`src/rtl/instruction_fetch_unit.sv`:
```
// IF stage: owns the PC, fetches one word per cycle into the IF/ID register, honours redirect/stall/halt.
// Latency 1 cycle Address->IF/ID; Stall freezes PC and IF/ID, BranchTaken always wins.
module instruction_fetch_unit #(
  parameter logic [31:0] RESET_PC    = 32'h00000000,
  parameter int          FETCH_CNT_W = 32
) (
  input  logic                   Clk,
  input  logic                   Reset,
  output logic [31:0]            Address,
  input  logic [31:0]            Instruction,
  input  logic                   Stall,
  input  logic                   BranchTaken,
  input  logic [31:0]            BranchTarget,
  input  logic                   Halt,
  output logic [31:0]            IF_ID_Instruction,
  output logic [31:0]            IF_ID_PCPlus4,
  output logic                   IF_ID_Valid,
  output logic                   Misaligned,
  output logic [FETCH_CNT_W-1:0] FetchCount,
  output logic [15:0]            FlushCount
);

  typedef enum logic [1:0] {BOOT, RUN, HALTED} state_t;

  localparam logic [FETCH_CNT_W-1:0] FETCH_ONE = 1;

  state_t      state, state_nxt;
  logic [31:0] pc;
  logic [31:0] pc_plus4;
  logic        redirect;
  logic        fetch;
  logic        load_bubble;

  assign pc_plus4 = pc + 32'd4;
  assign Address  = pc;

  always_ff @(posedge Clk or negedge Reset) begin
    if (!Reset) state <= BOOT;
    else        state <= state_nxt;
  end

  always_comb begin
    state_nxt = state;
    if (BranchTaken) begin
      state_nxt = RUN;
    end else begin
      case (state)
        BOOT:    state_nxt = RUN;
        RUN:     if (!Stall && Halt) state_nxt = HALTED;
        HALTED:  state_nxt = HALTED;
        default: state_nxt = BOOT;
      endcase
    end
  end

  // BOOT ignores Stall/Halt so it lasts exactly one cycle; only RUN can be stalled
  always_comb begin
    redirect    = BranchTaken;
    fetch       = 1'b0;
    load_bubble = 1'b0;
    if (BranchTaken) begin
      load_bubble = 1'b1;
    end else begin
      case (state)
        BOOT:   load_bubble = 1'b1;
        RUN: begin
          if (Stall)     load_bubble = 1'b0;
          else if (Halt) load_bubble = 1'b1;
          else           fetch       = 1'b1;
        end
        HALTED:  load_bubble = 1'b1;
        default: load_bubble = 1'b1;
      endcase
    end
  end

  always_ff @(posedge Clk or negedge Reset) begin
    if (!Reset)        pc <= RESET_PC;
    else if (redirect) pc <= {BranchTarget[31:2], 2'b00};
    else if (fetch)    pc <= pc_plus4;
  end

  always_ff @(posedge Clk or negedge Reset) begin
    if (!Reset) begin
      IF_ID_Instruction <= 32'h0;
      IF_ID_PCPlus4     <= 32'h0;
      IF_ID_Valid       <= 1'b0;
    end else if (fetch) begin
      IF_ID_Instruction <= Instruction;
      IF_ID_PCPlus4     <= pc_plus4;
      IF_ID_Valid       <= 1'b1;
    end else if (load_bubble) begin
      IF_ID_Instruction <= 32'h0;
      IF_ID_PCPlus4     <= 32'h0;
      IF_ID_Valid       <= 1'b0;
    end
  end

  // Counters saturate rather than wrap so software sees a pinned value on overflow
  always_ff @(posedge Clk or negedge Reset) begin
    if (!Reset) begin
      FetchCount <= '0;
      FlushCount <= 16'h0;
      Misaligned <= 1'b0;
    end else begin
      if (fetch && (FetchCount != '1))
        FetchCount <= FetchCount + FETCH_ONE;
      if (redirect && (FlushCount != 16'hFFFF))
        FlushCount <= FlushCount + 16'd1;
      if (redirect && (BranchTarget[1:0] != 2'b00))
        Misaligned <= 1'b1;
    end
  end

endmodule
```
`config.mk`:
```
export PLATFORM = sky130hd
export DESIGN_NAME = instruction_fetch_unit
export DESIGN_NICKNAME = d
export VERILOG_FILES = /design/src/rtl/instruction_fetch_unit.sv
export SDC_FILE = /design/constraint.sdc
export NUM_CORES = 1
export LEC_CHECK = 0
export CAP_MARGIN = 40
export CORE_ASPECT_RATIO = 1.1
export CORE_UTILIZATION = 45
export CTS_CLUSTER_SIZE = 16
export DETAILED_ROUTE_END_ITERATION = 6
export MAX_ROUTING_LAYER = met4
export PLACE_DENSITY = 0.86
export REMOVE_ABC_BUFFERS = 1
export SYNTH_ARGS = -nofsm -noshare
export SYNTH_HDL_FRONTEND = slang
export SYNTH_SLANG_ARGS = --single-unit
```
`constraint.sdc`:
```
create_clock -name Clk -period 4.4 [get_ports Clk]
set_input_delay 0.88 -clock Clk [delete_from_list [all_inputs] [get_ports Clk]]
set_output_delay 0.88 -clock Clk [all_outputs]
set_load 0.02 [all_outputs]
```
==> results.json <==
{
  "hold_viol_final": 0,
  "synth_seq_cells": 144,
  "fp.dieH_um": 130,
  "synthAdderAreaFrac": 0.00926,
  "crit_buf_inv": 0,
  "status": "completed",
  "cts.repair.resized": 0,
  "drt-pass1-iter-count": 5,
  "maxCapViolCount": 0,
  "slew_headroom": 0.432,
  "path_delay_family": "simple AND/OR/NAND/NOR gates",
  "worstPathCellList": "ha_1, nand3_1, nor4_2, nand4_1, or3_1, a31oi_1",
  "cpMaxStageDelayCell": "nor4_2",
  "insertion_delay_ns": 0.42,
  "whs_ns": 0.478,
  "required_ns": 4.73,
  "worstPathMaxFanout": 8,
  "wire_per_inst_um": 17.1,
  "finalSetupViolations": 0,
  "grt_usage": 0.248,
  "min_to": "Misaligned$_DFFE_PN0P_",
  "final_cell_mix": "clkdlybuf4s50_1, dfrtp_1, nand2_1, o21ai_0, xor2_1",
  "totalWireLength_um": 18400,
  "synth.avg_cell_area_um2": 10.2,
  "synth_cell_type_count": 46,
  "synth_top_family_by_area": "simple AND/OR/NAND/NOR gates",
  "critical_path_arrival_ns": 3.30,
  "period_needed_ns": 2.96,
  "drc": 0,
  "cts_buffer_depth": 2,
  "powerDensity_nw_per_um2": 429,
  "start_util": 0.464,
  "drive_above_1_share": 0.0626,
  "holdBufCountCts": 0,
  "fin_skew_ns": 0.00678,
  "rrSetupSlack_ns": 1.44,
  "final_max_slew_viol_count": 0,
  "hpwl_um": 12600,
  "finalSetupTns_ns": 0,
  "r2r_end": "Address[28]$_DFFE_PN0P_",
  "antenna_found_initial": 0,
  "rr_startpoint": "Address[2]$_DFFE_PN0P_",
  "end_kind": "flip-flop",
  "cts-root-buf": "clkbuf_16",
  "nets": 940,
  "yosysSeqAreaShare": 0.534,
  "hold_path_depth": 1,
  "viasPerCell": 5.37,
  "cp_slowest_stage_delay_ns": 0.84,
  "cts_buffers": 17,
  "htree_levels": 4,
  "ir_worst_vdd_mv": 0.436,
  "path_clk_slew_ns": 0.06,
  "io_buffers": 210,
  "worstMarginPinSlew_ns": 0.845,
  "max_freq_mhz": 337,
  "synthSimpleGateAreaFrac": 0.196,
  "fp.dieArea_um2": 15500,
  "synthToLayoutAreaGrowth_pct": 43.7,
  "grt_pass1_wl_um": 28900,
  "postRouteAntennaNets": 0,
  "postCtsSetupBuffers": 0,
  "cp-startpoint": "Address[2]$_DFFE_PN0P_",
  "syn-cell-area_um2": 6750,
  "grt-ovfl-total": 0,
  "ys.flop_type": "dfrtp_1",
  "die_x_um": 119,
  "yosys_warnings": 0,
  "clock_sinks": 144,
  "setup_ws_ns": 1.44,
  "pre_cts_ws_ns": 1.03,
  "rsz0062_at_grt": "no",
  "hp-class": "reg2reg",
  "num_antenna_cells": 0,
  "core_um2": 14600,
  "p_leak_nw": 4.08,
  "postSynthCellCount": 665,
  "fin_util": 0.666,
  "synthArstFlopShare": 1.00,
  "path_class": "reg2reg",
  "dr.first_iter.drc_count": 301,
  "synth-compound-area-share": 0.111,
  "p_total_mw": 4.16,
  "min_period_over_period": 0.674,
  "startpoint_type": "flip-flop",
  "cts_tree": "yes",
  "vias": 5754,
  "grt_start_max_net_pins": 90,
  "synth_edf_count": 0,
  "reg2regPathDepth": 6,
  "synth_xor_area_frac": 0.109,
  "rows": 46,
  "grt_pass1_vias": 5415,
  "synthMuxAreaShare": 0.0111,
  "ioPinCount": 215,
  "min_from": "Misaligned$_DFFE_PN0P_",
  "gp_routability_congestion": 0.837,
  "final_common_cell": "clkdlybuf4s50_1"
}
[worst reg2reg max path, stage by stage (launching register included)]
cell     delay (ns)
dfrtp_1        0.46
ha_1           0.26
nand3_1        0.33
nor4_2         0.84
nand4_1        0.39
or3_1          0.42
a31oi_1        0.17
[logic make-up (layout without fill, tap and decap cells)]
kind of cell | after synthesis | count (layout)
flip-flops | 144 | 144
AO/OA/AOI/OAI | 114 | 114
other | 1 | 4
adder cells (fa/ha/maj) | 5 | 5
buffers and inverters | 47 | 258
multiplexers | 7 | 7
XOR/XNOR | 84 | 84
AND/OR/NAND/NOR | 263 | 263
[how the worst max path moves through the flow]
stage | to | cells past startpoint | slack (ns)
after floorplan | FetchCount[22]$_DFFE_PN0P_ | 5 | 1.43
after global placement | FetchCount[22]$_DFFE_PN0P_ | 6 | 1.03
after detailed placement | FetchCount[22]$_DFFE_PN0P_ | 6 | 1.03
after CTS | FetchCount[22]$_DFFE_PN0P_ | 6 | 1.46
after global routing | Address[26]$_DFFE_PN0P_ | 6 | 1.30
final | Address[28]$_DFFE_PN0P_ | 6 | 1.44
[through the flow]
step / instances / area (µm²)
2_1_floorplan: 629 / 6590
3_3_place_gp: 1038 / 8990
3_5_place_dp: 1039 / 9000
4_1_cts: 1071 / 9700
5_1_grt: 1071 / 9700
6_report: 1071 / 9700
[report_power, final]
group	switching, mW	total, mW	internal (mW)	leakage, nW
Combinational	0.450	0.845	0.395	1.84
Sequential	0.153	1.61	1.45	1.91
Clock	0.572	1.71	1.14	0.336
Total	1.18	4.16	2.98	4.08
[state kept, by name (all words and copies together) (netlist names)]
| register | flops |
|---|---|
| Misaligned | 1 |
| IF_ID_Instruction | 32 |
| Address | 30 |
| state | 2 |
| IF_ID_PCPlus4 | 30 |
| FlushCount | 16 |
| FetchCount | 32 |
| IF_ID_Valid | 1 |
[cell usage after synthesis, types with 2 or more instances]
library cell / number / area share
dfrtp_1: 144 / 0.53
nand2_1: 96 / 0.053
o21ai_0: 54 / 0.040
xor2_1: 47 / 0.061
nand3_1: 39 / 0.029
xnor2_1: 37 / 0.048
a22o_1: 33 / 0.043
clkbuf_1: 32 / 0.018
nor2_1: 30 / 0.017
nand4_1: 26 / 0.024
nor3_1: 15 / 0.011
and3_1: 13 / 0.012
or3_1: 10 / 0.0093
inv_1: 8 / 0.0044
and4_1: 7 / 0.0091
nor4_1: 7 / 0.0065
a21oi_1: 6 / 0.0044
a31oi_1: 6 / 0.0056
and2_1: 5 / 0.0046
ha_1: 5 / 0.0093
o211ai_1: 5 / 0.0056
buf_4: 4 / 0.0044
mux2_2: 4 / 0.0067
o221ai_1: 4 / 0.0052
mux2i_1: 3 / 0.0044
a41oi_1: 2 / 0.0026
nand2b_1: 2 / 0.0019
nor3b_1: 2 / 0.0022
or4_1: 2 / 0.0022
[final cells by class]
cell class / count / area, µm²
clock buffer: 18 / 439
clock inverter: 14 / 262
fill: 1110 / 4860
inverter: 8 / 30.0
multi-input combinational: 477 / 2960
sequential: 144 / 3600
tap: 192 / 240
timing repair buffer: 218 / 2170
[metal layers]
layer	wire length, µm	global-route usage	up-vias
li1	-	-	2748
met1	7900	0.312	2764
met2	9090	0.402	211
met3	919	0.0473	31
met4	457	0.0916	0
met5	0	-	-
Power figures use the tool's default switching activity.
